`src/rtl/seg_scan_decoder.sv`:
```
// ============================================================================
// seg_scan_decoder
// ----------------------------------------------------------------------------
// This block is the receive side of the stopwatch 7-segment multiplexer. It
// samples the active-low anode and segment lines and decodes each glyph back
// to a 4-bit digit. It collects all four digit positions into a shadow frame
// and presents that frame on the outputs as one coherent update.
//
// Optional feature, selected by the macro SEG_SCAN_TIMEOUT_EN:
//   When the macro is defined, an idle counter discards a partly collected
//   frame after TIMEOUT_CYCLES cycles with no capture, and raises `stale`.
//   When the macro is not defined, there is no counter and `stale` is tied 0.
//
// Parameters
//   SETTLE_CYCLES   identical registered samples needed before capture (1..15)
//   TIMEOUT_CYCLES  idle cycles before the frame is declared stale
//
// Ports
//   clk            in   system clock
//   reset          in   asynchronous, active-high reset
//   anode[3:0]     in   active-low digit enables, bit0 = seconds units
//   segments[6:0]  in   active-low segments {g,f,e,d,c,b,a}
//   minutes_tens   out  decoded digit, position 3
//   minutes_units  out  decoded digit, position 2
//   seconds_tens   out  decoded digit, position 1
//   seconds_units  out  decoded digit, position 0
//   frame_valid    out  1-cycle pulse when all four digits update together
//   glyph_error    out  1-cycle pulse when an unrecognised glyph is captured
//   anode_error    out  1-cycle pulse when a qualified sample has >1 anode low
//   stale          out  level, frame timed out (optional feature only)
//
// Handshake: this block has no valid/ready flow control. It always accepts the
// display lines. Every output is registered, and frame_valid marks the single
// cycle in which the four digit outputs carry a newly completed frame.
// ============================================================================
module seg_scan_decoder #(
    parameter int unsigned SETTLE_CYCLES  = 1,
    parameter int unsigned TIMEOUT_CYCLES = 1024
) (
    input  logic       clk,
    input  logic       reset,
    input  logic [3:0] anode,
    input  logic [6:0] segments,
    output logic [3:0] minutes_tens,
    output logic [3:0] minutes_units,
    output logic [3:0] seconds_tens,
    output logic [3:0] seconds_units,
    output logic       frame_valid,
    output logic       glyph_error,
    output logic       anode_error,
    output logic       stale
);

    localparam logic [3:0] SETTLE_CNT = 4'(SETTLE_CYCLES);

    // There is a single collecting state. A frame completes and restarts on
    // the same edge, so no separate "present" state is needed.
    typedef enum logic [0:0] {
        COLLECT = 1'b0
    } state_e;

    // ------------------------------------------------------------------------
    // Input stage and stability tracking
    // ------------------------------------------------------------------------
    logic [3:0] r_anode_q;
    logic [6:0] r_seg_q;
    logic [3:0] p_anode_q;   // value of r_anode_q one cycle earlier
    logic [6:0] p_seg_q;     // value of r_seg_q one cycle earlier
    logic [3:0] stab_cnt_q;
    logic [3:0] stab_cnt_d;
    logic       qualify;

    always_comb begin
        stab_cnt_d = 4'd1;
        if ({r_anode_q, r_seg_q} == {p_anode_q, p_seg_q}) begin
            stab_cnt_d = (stab_cnt_q == 4'd15) ? 4'd15 : stab_cnt_q + 4'd1;
        end
    end

    // The count equals SETTLE_CNT on exactly one cycle of a stable run. That
    // gives one qualification per run. Once saturated at 15 it never matches
    // again unless SETTLE_CYCLES is 15.
    assign qualify = (stab_cnt_d == SETTLE_CNT);

    always_ff @(posedge clk or posedge reset) begin
        if (reset) begin
            r_anode_q  <= 4'b1111;
            r_seg_q    <= 7'b1111111;
            p_anode_q  <= 4'b1111;
            p_seg_q    <= 7'b1111111;
            stab_cnt_q <= 4'd0;
        end else begin
            r_anode_q  <= anode;
            r_seg_q    <= segments;
            p_anode_q  <= r_anode_q;
            p_seg_q    <= r_seg_q;
            stab_cnt_q <= stab_cnt_d;
        end
    end

    // ------------------------------------------------------------------------
    // Anode classification
    // ------------------------------------------------------------------------
    logic [1:0] pos;
    logic       one_hot;
    logic       multi_low;
    logic [3:0] low_bits;

    assign low_bits  = ~r_anode_q;
    // Clearing the lowest set bit leaves a nonzero value only when two or
    // more anodes are driven low.
    assign multi_low = ((low_bits & (low_bits - 4'd1)) != 4'd0);

    always_comb begin
        pos     = 2'd0;
        one_hot = 1'b0;
        case (r_anode_q)
            4'b1110: begin pos = 2'd0; one_hot = 1'b1; end
            4'b1101: begin pos = 2'd1; one_hot = 1'b1; end
            4'b1011: begin pos = 2'd2; one_hot = 1'b1; end
            4'b0111: begin pos = 2'd3; one_hot = 1'b1; end
            default: begin pos = 2'd0; one_hot = 1'b0; end
        endcase
    end

    // ------------------------------------------------------------------------
    // Glyph decode (active-low segments)
    // ------------------------------------------------------------------------
    logic [3:0] digit;
    logic       glyph_bad;

    always_comb begin
        digit     = 4'hF;
        glyph_bad = 1'b0;
        case (r_seg_q)
            7'b1000000: digit = 4'd0;
            7'b1111001: digit = 4'd1;
            7'b0100100: digit = 4'd2;
            7'b0110000: digit = 4'd3;
            7'b0011001: digit = 4'd4;
            7'b0010010: digit = 4'd5;
            7'b0000010: digit = 4'd6;
            7'b1111000: digit = 4'd7;
            7'b0000000: digit = 4'd8;
            7'b0010000: digit = 4'd9;
            7'b1111111: digit = 4'hA;   // a blank digit is legal, not an error
            default: begin
                digit     = 4'hF;
                glyph_bad = 1'b1;
            end
        endcase
    end

    // ------------------------------------------------------------------------
    // Capture decisions
    // ------------------------------------------------------------------------
    logic       capture;
    logic       anode_err_d;
    logic [3:0] mask_q;
    logic [3:0] mask_d;
    logic       frame_done;
    logic [3:0] shadow_q [4];
    logic [3:0] frame_digits [4];
    logic       timeout_hit;

    assign capture     = qualify & one_hot;
    assign anode_err_d = qualify & multi_low;
    assign mask_d      = mask_q | (4'b0001 << pos);
    assign frame_done  = capture & (mask_d == 4'b1111);

    // The published frame includes the digit captured on this edge, because
    // the shadow slot for it is only written on the same edge.
    always_comb begin
        for (int i = 0; i < 4; i++) begin
            frame_digits[i] = (pos == 2'(i)) ? digit : shadow_q[i];
        end
    end

    // ------------------------------------------------------------------------
    // Optional stale-frame monitor
    // ------------------------------------------------------------------------
`ifdef SEG_SCAN_TIMEOUT_EN
    localparam logic [15:0] TIMEOUT_CNT = 16'(TIMEOUT_CYCLES);

    logic [15:0] idle_q;
    logic        stale_q;

    // The counter keeps running past the threshold, which makes the timeout
    // fire only once per idle stretch.
    assign timeout_hit = ~capture & ((idle_q + 16'd1) == TIMEOUT_CNT);

    always_ff @(posedge clk or posedge reset) begin
        if (reset) begin
            idle_q  <= 16'd0;
            stale_q <= 1'b0;
        end else begin
            if (capture) begin
                idle_q <= 16'd0;
            end else if (idle_q != 16'hFFFF) begin
                idle_q <= idle_q + 16'd1;
            end

            if (frame_done) begin
                stale_q <= 1'b0;
            end else if (timeout_hit) begin
                stale_q <= 1'b1;
            end
        end
    end

    assign stale = stale_q;
`else
    // The timeout length is not needed when the stale monitor is compiled
    // out. It is still referenced here so that the parameter list stays the
    // same in both builds.
    logic unused_timeout_cfg;
    assign unused_timeout_cfg = ^16'(TIMEOUT_CYCLES);

    assign timeout_hit = 1'b0;
    assign stale       = 1'b0;
`endif

    // ------------------------------------------------------------------------
    // Frame assembly FSM: every output is registered here
    // ------------------------------------------------------------------------
    state_e     state_q;
    logic [3:0] mt_q, mu_q, st_q, su_q;
    logic       frame_valid_q;
    logic       glyph_error_q;
    logic       anode_error_q;

    always_ff @(posedge clk or posedge reset) begin
        if (reset) begin
            state_q       <= COLLECT;
            mask_q        <= 4'b0000;
            for (int i = 0; i < 4; i++) begin
                shadow_q[i] <= 4'd0;
            end
            mt_q          <= 4'd0;
            mu_q          <= 4'd0;
            st_q          <= 4'd0;
            su_q          <= 4'd0;
            frame_valid_q <= 1'b0;
            glyph_error_q <= 1'b0;
            anode_error_q <= 1'b0;
        end else begin
            frame_valid_q <= 1'b0;
            glyph_error_q <= capture & glyph_bad;
            anode_error_q <= anode_err_d;

            case (state_q)
                COLLECT: begin
                    if (capture) begin
                        // A repeated position simply overwrites its slot.
                        shadow_q[pos] <= digit;
                        if (frame_done) begin
                            su_q          <= frame_digits[0];
                            st_q          <= frame_digits[1];
                            mu_q          <= frame_digits[2];
                            mt_q          <= frame_digits[3];
                            frame_valid_q <= 1'b1;
                            mask_q        <= 4'b0000;
                        end else begin
                            mask_q <= mask_d;
                        end
                    end else if (timeout_hit) begin
                        // A stale partial frame is dropped. The digit outputs
                        // keep the last complete frame.
                        mask_q <= 4'b0000;
                    end
                    state_q <= COLLECT;
                end
                default: begin
                    state_q <= COLLECT;
                    mask_q  <= 4'b0000;
                end
            endcase
        end
    end

    assign minutes_tens  = mt_q;
    assign minutes_units = mu_q;
    assign seconds_tens  = st_q;
    assign seconds_units = su_q;
    assign frame_valid   = frame_valid_q;
    assign glyph_error   = glyph_error_q;
    assign anode_error   = anode_error_q;

endmodule

```
`config.mk`:
```
export PLATFORM = sky130hd
export DESIGN_NAME = seg_scan_decoder
export DESIGN_NICKNAME = d
export VERILOG_FILES = /design/src/rtl/seg_scan_decoder.sv
export SDC_FILE = /design/constraint.sdc
export NUM_CORES = 1
export LEC_CHECK = 0
export ABC_AREA = 1
export CAP_MARGIN = 20
export CORE_AREA = 2 2 89 91
export CTS_BUF_LIST = sky130_fd_sc_hd__clkbuf_4
export DETAILED_ROUTE_END_ITERATION = 10
export DIE_AREA = 0 0 91 93
export GPL_TIMING_DRIVEN = 0
export PLACE_DENSITY = 0.63
export SKIP_CTS_REPAIR_TIMING = 1
export SYNTH_ARGS = -nofsm -noshare
export SYNTH_HDL_FRONTEND = slang
export SYNTH_SLANG_ARGS = --single-unit
export TNS_END_PERCENT = 1
```
`constraint.sdc`:
```
create_clock -name clk -period 2.4 [get_ports clk]
set_input_delay 0.36 -clock clk [delete_from_list [all_inputs] [get_ports clk]]
set_output_delay 0.36 -clock clk [all_outputs]
set_load 0.03 [all_outputs]
```
Word-level counts from Yosys, hierarchy flattened
Cells that the tools add are included.

Register bits: 65. Input bits: 13. Logic and storage cells: 74.

Mux-type cells: 16. Reductions and logical operators: 7. Bitwise logic cells: 8. Add/sub/neg operators: 2. Shift-type cells: 1. Eq/ne operators: 21. Magnitude comparators: 2.

Operator list (count): 4-bit case mux with 11 select lines (1); 4-bit two-way mux (8); 7-bit equality test (second input constant) (4); 7-bit by 5-bit equality test with 1-bit output (second input constant) (3); 4-bit equality test (second input constant) (5); 16-bit bitwise mux (1); 7-bit by 6-bit equality test with 1-bit output (second input constant) (2); 11-bit equality test (1); 11-bit OR reduction (1); 4-bit demux with 2-bit select (1); 7-bit by 2-bit equality test with 1-bit output (second input constant) (1); 7-bit zero test (1); 2-bit case mux with 3 select lines (1); 4-bit by 1-bit adder with 4-bit output (second input constant) (1); 1-bit bitwise AND (4); 4-bit bitwise AND (1); 2-bit equality test (second input constant) (2); 4-bit by 1-bit equality test with 1-bit output (second input constant) (1); 4-bit by 3-bit equality test with 1-bit output (second input constant) (1); 1-bit two-way mux (4); 4-bit NOT (1); 4-bit OR (1); 4-bit nonzero test (1); 4-bit OR reduction (1); other kinds (9) (9).

Depth between registers and ports, before layout
Gate-level depths: netlist of the first run.

Depth in word-level cells: 8. Mapped depth: 12. Depth with buffers taken out: 12.

Worst setup path before layout of the first run
No wires, ideal clock.

Path kind: register to register. Start: register stab_cnt_q[0]. End: register st_q[2], in the netlist seconds_tens[2]. Buffers on the path: 1. Path slack: 0.571 ns. Arrival: 1.764 ns. Cell stages (with the launch flop): 12. Clock period less this slack: 1.829 ns. Cells stage by stage: dfrtp_1 > ha_1 > nand2_1 > inv_1 > nand2_1 > nand3_1 > o211ai_4 > nand3_4 > nor2_8 > buf_12 > nand2_2 > nand2_1.

Cells in the longest elaborated chain, start to end: 7.

Ends and longest elaborated chain: start, declared (line 69) `logic [3:0] stab_cnt_q;`; start signal, assigned (line 97) `stab_cnt_q <= stab_cnt_d;`; 4-bit by 1-bit adder with 4-bit output / 4-bit equality test (equally long branches) (line 76) `stab_cnt_d = (stab_cnt_q == 4'd15) ? 4'd15 : stab_cnt_q + 4'd1;`; 4-bit two-way mux (*) (line 76); 4-bit two-way mux (*) (line 75) `if ({r_anode_q, r_seg_q} == {p_anode_q, p_seg_q}) begin`; 4-bit by 1-bit equality test with 1-bit output (*) (line 83) `assign qualify = (stab_cnt_d == SETTLE_CNT);`; 1-bit bitwise AND (*) (line 166) `assign capture = qualify & one_hot;`; 1-bit bitwise AND (line 169) `assign frame_done = capture & (mask_d == 4'b1111);`; 2-bit AND reduction (no source line) (*); end signal, assigned (line 258) `st_q <= frame_digits[1];`; end, declared (line 227) `logic [3:0] mt_q, mu_q, st_q, su_q;`.

Mark *: on every way between the ends. The rest lies on a longest branch, timed or not. A chain may end at the register's enable or synchronous reset.

Worst setup path after layout of the first run
Same ends and word-level chain as after synthesis.

==> results of run 1 <==
worst paths after layout:
| check | from | to |
|---|---|---|
| hold reg to reg | r_anode_q[1] | p_anode_q[1] |
| setup reg to reg | stab_cnt_q[0] | seconds_tens[2] |
| max in group asynchronous | reset | p_seg_q[6] |
| min in group asynchronous | reset | minutes_tens[2] |
| setup / recovery | stab_cnt_q[0] | seconds_tens[2] |
| hold / removal | segments[0] | r_seg_q[0] |
through the flow:
step	setup slack, ps	TNS (ps)
after floorplan	450	0
after global placement	-658	-29760
after detailed placement	306	0
after CTS	271	0
after global routing	98.5	0
final	282	0
layer usage:
metal / GRT usage, % / up-vias / share of wire [%]
met2: 26.9 / 53 / 46
met4: 9.09 / 0 / 2.6
met5: 0 / - / 0
li1: - / 1299 / -
met3: 3.71 / 15 / 4.2
met1: 20.5 / 1125 / 47
final cells by class:
cell class	instances	area share (%)
Inverter	33	3.27
Clock inverter	7	3.07
Buffer	4	1.31
Sequential cell	65	43.2
Timing Repair Buffer	32	8.62
Tap cell	102	3.33
Clock buffer	9	1.76
Multi-Input combinational cell	285	35.5
power breakdown:
part | switching (mW) | internal, mW
logic | 0.411 | 0.288
registers | 0.106 | 1.30
clock network | 0.417 | 0.528
total | 0.934 | 2.11
kinds of logic after synthesis:
family | count (synthesis)
AO/OA/AOI/OAI | 18
XOR/XNOR | 5
adder cells (fa/ha/maj) | 1
buffers and inverters | 37
flip-flops | 65
other | 1
AND/OR/NAND/NOR | 260
synth_stat cells (2+ instances only):
cell / n
dfstp_2: 22
or2_1: 2
dfrtp_1: 43
nor2_2: 2
xnor2_1: 5
a21oi_1: 4
nand3_4: 4
buf_6: 2
o211ai_1: 2
or2_2: 2
o211ai_4: 2
nand2_1: 184
inv_2: 6
nand2_2: 10
inv_1: 26
nor3_1: 4
o21ai_0: 8
nor2_1: 25
nand3_1: 15
nand4_1: 7
worst register-to-register path: stages (launching register included):
cell and delay (ps):
dfrtp_1 430, ha_1 220, nand2_1 60, inv_1 50, nand2_1 130, nand3_1 180
o211ai_4 310, nand3_4 220, nor2_8 210, buf_12 160, nand2_2 50, nand2_1 50
cells in the final DEF, fill, tap and decap left out, drive strengths merged, types with 3 or more instances in the layout:
cell / synthesis / layout
o211ai: 4 / 4
buf: 4 / 5
inv: 32 / 33
dfrtp: 43 / 43
o21ai: 8 / 8
nand4: 9 / 9
xnor2: 5 / 5
a21oi: 4 / 4
nand3: 19 / 19
clkdlybuf4s50: 0 / 31
or2: 5 / 5
nor3: 4 / 4
clkbuf: 0 / 9
bufinv: 0 / 3
dfstp: 22 / 22
clkinv: 1 / 4
nor2: 29 / 29
nand2: 194 / 194
==> flow_metrics.env, run 1 <==
export IMPL_cp_start_kind="flop"
export IMPL_synth_simple_gate_area_share_pct=36.6
export IMPL_gp_congestion=0.787
export IMPL_insertion_delay_ps=420
export IMPL_slew_headroom_pct=51.1
export IMPL_p_total_mw=3.05
export IMPL_coreArea_sq_um=7530
export IMPL_dp_cells=521
export IMPL_synth_fp_nets=401
export IMPL_ys_types=32
export IMPL_status="finished, final reports clean"
export IMPL_synth_fa_ha_area_share_pct=0.392
export IMPL_cts_made_buffers=9
export IMPL_area_growth_pct=20.2
export IMPL_cp_arrival_ps=2480
export IMPL_slowest_stage="dfrtp_1"
export IMPL_setup_violations=0
export IMPL_synth_area_leaders="dfrtp_1 34%, nand2_1 22%, dfstp_2 18%"
export IMPL_synth_area_sq_um=3190
export IMPL_cts_tree="yes"
export IMPL_synth_largest_area_cell="dfrtp_1"
export IMPL_overflow=0
export IMPL_reg_top3="shadow_q: 16 flops, p_seg_q: 7 flops, r_seg_q: 7 flops"
export IMPL_clock_sinks=65
export IMPL_place_area_sq_um=3650
export IMPL_wl_um=6180
export IMPL_fin_crit_sh_pct=88.3
export IMPL_ys_seq_area_share_pct=51.9
export IMPL_die_y_um=93
export IMPL_top_register="shadow_q"
export IMPL_largest_reg_flops=16
export IMPL_io_pins=33
export IMPL_grt_max_degree=37
export IMPL_synth_seq_cells=65
export IMPL_worst_path_buf_inv=2
export IMPL_min_path_type="in -> reg"
export IMPL_clockBufferDepth=2
export IMPL_final_hold_worst_slack_ps=339
export IMPL_crit_path_max_incr_delay_ps=430
export IMPL_synth_edff_count=0
export IMPL_min_path_cells=1
export IMPL_routedWlPerCell_um=11.5
export IMPL_fin_nets=444
export IMPL_n_fill_cell=748
export IMPL_path_cells="ha_1, nand2_1, inv_1, nand2_1, nand3_1, o211ai_4, nand3_4, nor2_8, buf_12, nand2_2, nand2_1"
export IMPL_path_clk_slew_ps=110
export IMPL_drv_slew=0
export IMPL_register_area_sq_um=1650
export IMPL_power_per_cell_area_nw_per_um2=796
export IMPL_antenna_found_initial=0
export IMPL_hold_viol=0
export IMPL_crit_path_max_fanout=10
export IMPL_port_buffers=31
export IMPL_stdcell_area_sq_um=3830
export IMPL_synth_top_family_by_area="simple AND/OR/NAND/NOR gates"
export IMPL_drt_initial_drc_count=93
export IMPL_drive_gt1_share_pct=17.2
export IMPL_fin_util_pct=50.9
export IMPL_cts_root_buf="clkbuf_4"
export IMPL_reg2reg_depth=11
export IMPL_ir_drop_v=0.000365
export IMPL_die_w_um=91
export IMPL_via_per_inst=4.64
export IMPL_die_area_sq_um=8460
export IMPL_synth_area_mux_share_pct=0
export IMPL_cp_num_cells=11
export IMPL_yosysWarningCount=0
export IMPL_critPathKind="reg -> reg"
export IMPL_start_util_pct=42.4
export IMPL_synth_cells=387
export IMPL_rsz0062_at_grt="false"
export IMPL_max_freq_mhz=472
export IMPL_postSynthAreaPerCell_sq_um=8.24
export IMPL_cp_end_kind="flop"
export IMPL_rows=32
export IMPL_cap_violations=0
export IMPL_grt_total_usage_pct=16.5
export IMPL_tightest_slew_ps=732
export IMPL_fin_cells=537
export IMPL_crit_family="simple AND/OR/NAND/NOR gates"
export IMPL_grt_first_pass_wirelength_um=10900
export IMPL_dp_hpwl_um=4420
export IMPL_r2r_slack_ps=280
export IMPL_grt_pass1_vias=2412
export IMPL_synth_compound_area_share_pct=4.12
export IMPL_yosysTopAreaCellShare_pct=33.8
export IMPL_synth_xor_area_share_pct=1.37
export IMPL_fin_skew_ps=13.1
export IMPL_detail_route_antenna_nets=0
export IMPL_drc=0
export IMPL_synth_flop_cell="dfrtp_1"
export IMPL_cts_max_level=3
export IMPL_vias=2492
export IMPL_cp_required_ps=2760
export IMPL_diodes=0
export IMPL_multi_input_area_sq_um=1360
export IMPL_period_minus_slack_ps=2120
export IMPL_dr_pass1_iters=4
export IMPL_leakagePower_nw=1.95
export IMPL_timing_critical_path_mode_cell="nand2_1"
export IMPL_async_flop_share_pct=100
(Power assumes the default switching activity.)
==> inputs of run 2 (changes only) <==
--- a/config.mk
+++ b/config.mk
@@ -7,13 +7,12 @@
 export LEC_CHECK = 0
 export ABC_AREA = 1
 export CAP_MARGIN = 20
-export CORE_AREA = 2 2 89 91
+export CORE_AREA = 2 2 79 81
 export CTS_BUF_LIST = sky130_fd_sc_hd__clkbuf_4
 export DETAILED_ROUTE_END_ITERATION = 10
-export DIE_AREA = 0 0 91 93
+export DIE_AREA = 0 0 81 83
 export GPL_TIMING_DRIVEN = 0
-export PLACE_DENSITY = 0.63
-export SKIP_CTS_REPAIR_TIMING = 1
+export PLACE_DENSITY = 0.77
 export SYNTH_ARGS = -nofsm -noshare
 export SYNTH_HDL_FRONTEND = slang
 export SYNTH_SLANG_ARGS = --single-unit
==> run 2 against run 1 <==
Effect of this change:
- core utilization up 14 points
- clock skew about the same
- clock power down 12%
- sequential power is essentially flat
- fmax increased by 1.6%
- via count grew 1.8%
- clock-buffer cell count stayed put
- critical path type unchanged
- total power is 3.8% lower
- critical path depth stayed put
==> flow_metrics.env, run 2 (synthesized netlist as in run 1, its figures left out) <==
export IMPL_fin_setup_tns_ps=0
export IMPL_crit_path_max_fanout=10
export IMPL_ctsHoldBuffers=0
export IMPL_clockBufferDepth=2
export IMPL_cts_root_buf="clkbuf_4"
export IMPL_rsz0062_at_grt="false"
export IMPL_detail_route_antenna_nets=0
export IMPL_fin_nets=444
export IMPL_wl_um=6010
export IMPL_power_per_cell_area_nw_per_um2=777
export IMPL_path_clk_slew_ps=110
export IMPL_hold_viol=0
export IMPL_drv_slew=0
export IMPL_clock_sinks=65
export IMPL_io_pins=33
export IMPL_die_y_um=83
export IMPL_dp_cells=494
export IMPL_ctsResizeCount=0
export IMPL_postCtsSetupBuffers=0
export IMPL_grt_first_pass_wirelength_um=11000
export IMPL_antenna_found_initial=0
export IMPL_cts_made_buffers=9
export IMPL_cp_required_ps=2710
export IMPL_critPathKind="reg -> reg"
export IMPL_max_freq_mhz=480
export IMPL_top_register="shadow_q"
export IMPL_coreArea_sq_um=5820
export IMPL_drc=0
export IMPL_port_buffers=31
export IMPL_diodes=0
export IMPL_slowest_stage="dfstp_2"
export IMPL_crit_path_max_incr_delay_ps=630
export IMPL_period_minus_slack_ps=2080
export IMPL_fin_util_pct=64.9
export IMPL_stdcell_area_sq_um=3770
export IMPL_dr_pass1_iters=5
export IMPL_cap_violations=0
export IMPL_rows=28
export IMPL_die_area_sq_um=6720
export IMPL_vias=2536
export IMPL_via_per_inst=4.97
export IMPL_setup_violations=0
export IMPL_fin_crit_sh_pct=86.9
export IMPL_worst_path_buf_inv=3
export IMPL_grt_max_degree=44
export IMPL_cts_max_level=3
export IMPL_fin_cells=510
export IMPL_drive_gt1_share_pct=17.2
export IMPL_grt_total_usage_pct=21.1
export IMPL_cp_end_kind="flop"
export IMPL_grt_pass1_vias=2500
export IMPL_status="finished, final reports clean"
export IMPL_cp_start_kind="flop"
export IMPL_gp_congestion=0.923
export IMPL_min_path_type="in -> async"
export IMPL_reg_top3="shadow_q: 16 flops, p_seg_q: 7 flops, r_seg_q: 7 flops"
export IMPL_place_area_sq_um=3610
export IMPL_cp_arrival_ps=2390
export IMPL_die_w_um=81
export IMPL_area_growth_pct=18.4
export IMPL_crit_family="simple AND/OR/NAND/NOR gates"
export IMPL_largest_reg_flops=16
export IMPL_routedWlPerCell_um=11.8
export IMPL_ir_drop_v=0.000488
export IMPL_path_cells="nand2_2, clkinv_2, nand3_4, inv_2, or2_1, nand2_1, nor2_2, nand4_2, buf_6, nand2_1, nand2_1"
export IMPL_dp_hpwl_um=4380
export IMPL_insertion_delay_ps=410
export IMPL_timing_critical_path_mode_cell="nand2_1"
export IMPL_start_util_pct=54.8
export IMPL_overflow=0
export IMPL_mostFrequentLayoutCells="184 x nand2_1, 43 x dfrtp_1, 31 x clkdlybuf4s50_1"
export IMPL_fin_skew_ps=13.0
export IMPL_drt_initial_drc_count=137
export IMPL_cts_tree="yes"
export IMPL_final_common_cell="nand2_1"
export IMPL_leakagePower_nw=1.93
[run 2: layer usage]
| metal | routed length (um) | global-route usage (%) | vias up |
|---|---|---|---|
| met2 | 3010 | 34.2 | 46 |
| li1 | - | - | 1292 |
| met4 | 109 | 6.78 | 0 |
| met3 | 242 | 5.54 | 8 |
| met5 | 0 | 0 | - |
| met1 | 2650 | 27.4 | 1190 |
[run 2: path summary, 6_finish.rpt]
| check | from | end | slack [ps] | cells after the start |
|---|---|---|---|---|
| max in group asynchronous | reset | p_anode_q[2] | 1480 | 3 |
| setup / recovery | r_anode_q[0] | seconds_tens[0] | 320 | 11 |
| hold / removal | reset | shadow_q[3] | 290 | 2 |
| min in group clk | segments[1] | r_seg_q[1] | 350 | 1 |
| hold reg to reg | r_seg_q[5] | p_seg_q[5] | 400 | 0 |
| setup reg to reg | r_anode_q[0] | seconds_tens[0] | 320 | 11 |
[run 2: power breakdown]
part	internal (mW)	switching (mW)	total, mW
registers	1.30	0.108	1.41
clock network	0.421	0.406	0.827
logic	0.288	0.411	0.700
[run 2: final cells by class]
class                           instances  area, sq um
Fill cell                             503         2040
Sequential cell                        65         1650
Multi-Input combinational cell        285         1360
Timing Repair Buffer                   32          330
Inverter                               33          125
Clock inverter                          7         93.8
Tap cell                               75         93.8
Clock buffer                            9         67.6
Buffer                                  4         50.0
[run 2: per-stage QoR]
step                hold slack (ps)  power, mW  setup WS (ps)
detailed placement              386       2.13            314
CTS                             288       2.96            301
global route                    324       3.11            119
floorplan                       364       1.88            450
global placement                381       2.11           -613
finish                          287       2.93            315
==> inputs of run 3 (changes only) <==
--- a/config.mk
+++ b/config.mk
@@ -7,12 +7,12 @@
 export LEC_CHECK = 0
 export ABC_AREA = 1
 export CAP_MARGIN = 20
-export CORE_AREA = 2 2 79 81
+export CORE_AREA = 2 2 77 79
 export CTS_BUF_LIST = sky130_fd_sc_hd__clkbuf_4
 export DETAILED_ROUTE_END_ITERATION = 10
-export DIE_AREA = 0 0 81 83
+export DIE_AREA = 0 0 79 81
 export GPL_TIMING_DRIVEN = 0
-export PLACE_DENSITY = 0.77
+export PLACE_DENSITY = 0.81
 export SYNTH_ARGS = -nofsm -noshare
 export SYNTH_HDL_FRONTEND = slang
 export SYNTH_SLANG_ARGS = --single-unit
==> run 3 against run 2 <==
Effect of this change:
- register-to-register slack about the same
- flip-flop and latch count unchanged
- sequential power about the same
- clock skew increased by 6.6 ps
- routed wire length increased by 3.4%
- first-iteration DRC count decreased by 25%
- final cell count unchanged
- combinational power increased by 0.7%
- setup slack got worse by 13 ps
- via count increased by 1.5%
==> flow_metrics.env, run 3 (synthesized netlist as in run 1, its figures left out) <==
export IMPL_detail_route_antenna_nets=0
export IMPL_vias=2573
export IMPL_cap_violations=0
export IMPL_rsz0062_at_grt="false"
export IMPL_critPathKind="reg -> reg"
export IMPL_cts_tree="yes"
export IMPL_cts_made_buffers=9
export IMPL_n_fill_cell=487
export IMPL_power_per_cell_area_nw_per_um2=755
export IMPL_io_pins=33
export IMPL_drive_gt1_share_pct=17.2
export IMPL_area_growth_pct=17.5
export IMPL_ir_drop_v=0.000381
export IMPL_insertion_delay_ps=420
export IMPL_antenna_found_initial=0
export IMPL_overflow=0
export IMPL_path_cells="ha_1, nand2_1, inv_1, nand2_1, nand3_1, o211ai_4, nand3_4, nor2_1, nand2_1, nand2_1"
export IMPL_path_clk_slew_ps=120
export IMPL_gp_congestion=0.927
export IMPL_die_y_um=81
export IMPL_grt_first_pass_wirelength_um=10600
export IMPL_cp_required_ps=2770
export IMPL_diodes=0
export IMPL_setup_violations=0
export IMPL_r2r_start="stab_cnt_q[0]"
export IMPL_crit_family="simple AND/OR/NAND/NOR gates"
export IMPL_largest_reg_flops=16
export IMPL_cp_end_kind="flop"
export IMPL_crit_path_max_incr_delay_ps=430
export IMPL_p_total_mw=2.83
export IMPL_cts_max_level=3
export IMPL_mostFrequentLayoutCells="184 x nand2_1, 43 x dfrtp_1, 31 x clkdlybuf4s50_1"
export IMPL_cp_start_kind="flop"
export IMPL_cp_arrival_ps=2460
export IMPL_coreArea_sq_um=5680
export IMPL_status="finished, final reports clean"
export IMPL_slew_headroom_pct=65.2
export IMPL_ctsHoldBuffers=0
export IMPL_die_area_sq_um=6400
export IMPL_fin_crit_sh_pct=87.4
export IMPL_met2_length_um=3070
export IMPL_leakagePower_nw=1.92
export IMPL_slowest_stage="dfrtp_1"
export IMPL_fin_skew_ps=19.6
export IMPL_max_freq_mhz=477
export IMPL_routed_wl_met3_um=265
export IMPL_wl_met1_um=2740
export IMPL_drv_slew=0
export IMPL_final_common_cell="nand2_1"
export IMPL_cts_root_buf="clkbuf_4"
export IMPL_dr_pass1_iters=4
export IMPL_grt_total_usage_pct=22.1
export IMPL_worst_path_buf_inv=1
export IMPL_fin_nets=444
export IMPL_crit_path_max_fanout=10
export IMPL_min_path_type="in -> async"
export IMPL_wl_um=6220
export IMPL_drc=0
export IMPL_reg_top3="shadow_q: 16 flops, p_seg_q: 7 flops, r_seg_q: 7 flops"
export IMPL_dp_hpwl_um=4510
export IMPL_ctsResizeCount=0
export IMPL_grt_pass1_vias=2416
export IMPL_drt_initial_drc_count=103
export IMPL_clockBufferDepth=2
export IMPL_start_util_pct=56.2
export IMPL_rows=28
export IMPL_routedWlPerCell_um=12.2
export IMPL_via_per_inst=5.05
export IMPL_top_register="shadow_q"
export IMPL_tightest_slew_ps=522
export IMPL_postCtsSetupBuffers=0
export IMPL_top_layer="met4"
export IMPL_die_w_um=79
export IMPL_period_minus_slack_ps=2100
export IMPL_clock_sinks=65
export IMPL_fin_util_pct=66.0
export IMPL_grt_max_degree=42
export IMPL_timing_critical_path_mode_cell="nand2_1"
export IMPL_critPathLaunch="stab_cnt_q[0]"
export IMPL_port_buffers=31
export IMPL_hold_viol=0
run 3: path summary, 6_finish.rpt:
path                       cells after the start  slack [ps]          endpoint
setup reg to reg                              10         300       shadow_q[7]
hold reg to reg                                0         390        p_seg_q[2]
hold / removal                                 2         280  seconds_units[3]
max in group asynchronous                      3        1450      r_anode_q[1]
setup / recovery                              10         300       shadow_q[7]
min in group clk                               1         340      r_anode_q[2]
run 3: area by class of cell:
cell class,instances,area (sq um),area share (%)
inverter,33,125,3.34
buffer,4,50.0,1.34
clock inverter,6,58.8,1.57
tap,75,93.8,2.51
clock buffer,10,75.1,2.00
multi-input combinational,285,1360,36.3
timing repair buffer,32,330,8.82
sequential,65,1650,44.2
run 3: where the power goes:
group	switching (mW)	total, mW	internal, mW
Clock	0.392	0.714	0.322
Combinational	0.416	0.705	0.288
Sequential	0.111	1.41	1.30
Total	0.920	2.83	1.91
run 3: worst reg2reg max path, cell delays in order (launching register included):
cell and delay (ps):
dfrtp_1 430, ha_1 230, nand2_1 60, inv_1 50
nand2_1 130, nand3_1 170, o211ai_4 310, nand3_4 220
nor2_1 300, nand2_1 100, nand2_1 70
run 3: layer usage:
metal / GRT usage (%) / up-vias
met2: 37.0 / 52
met3: 5.44 / 12
met5: 0 / -
li1: - / 1301
met4: 11.0 / 0
met1: 26.7 / 1208
run 3: metrics by stage:
| step | TNS [ps] | area [sq um] | setup WS, ps | std cells | hold WS (ps) |
|---|---|---|---|---|---|
| global placement | -25810 | 3590 | -593 | 493 | 381 |
| detailed placement | 0 | 3610 | 305 | 494 | 383 |
| global route | 0 | 3750 | 127 | 510 | 317 |
| floorplan | 0 | 3190 | 450 | 387 | 364 |
| finish | 0 | 3750 | 302 | 510 | 281 |
| CTS | 0 | 3750 | 290 | 510 | 284 |
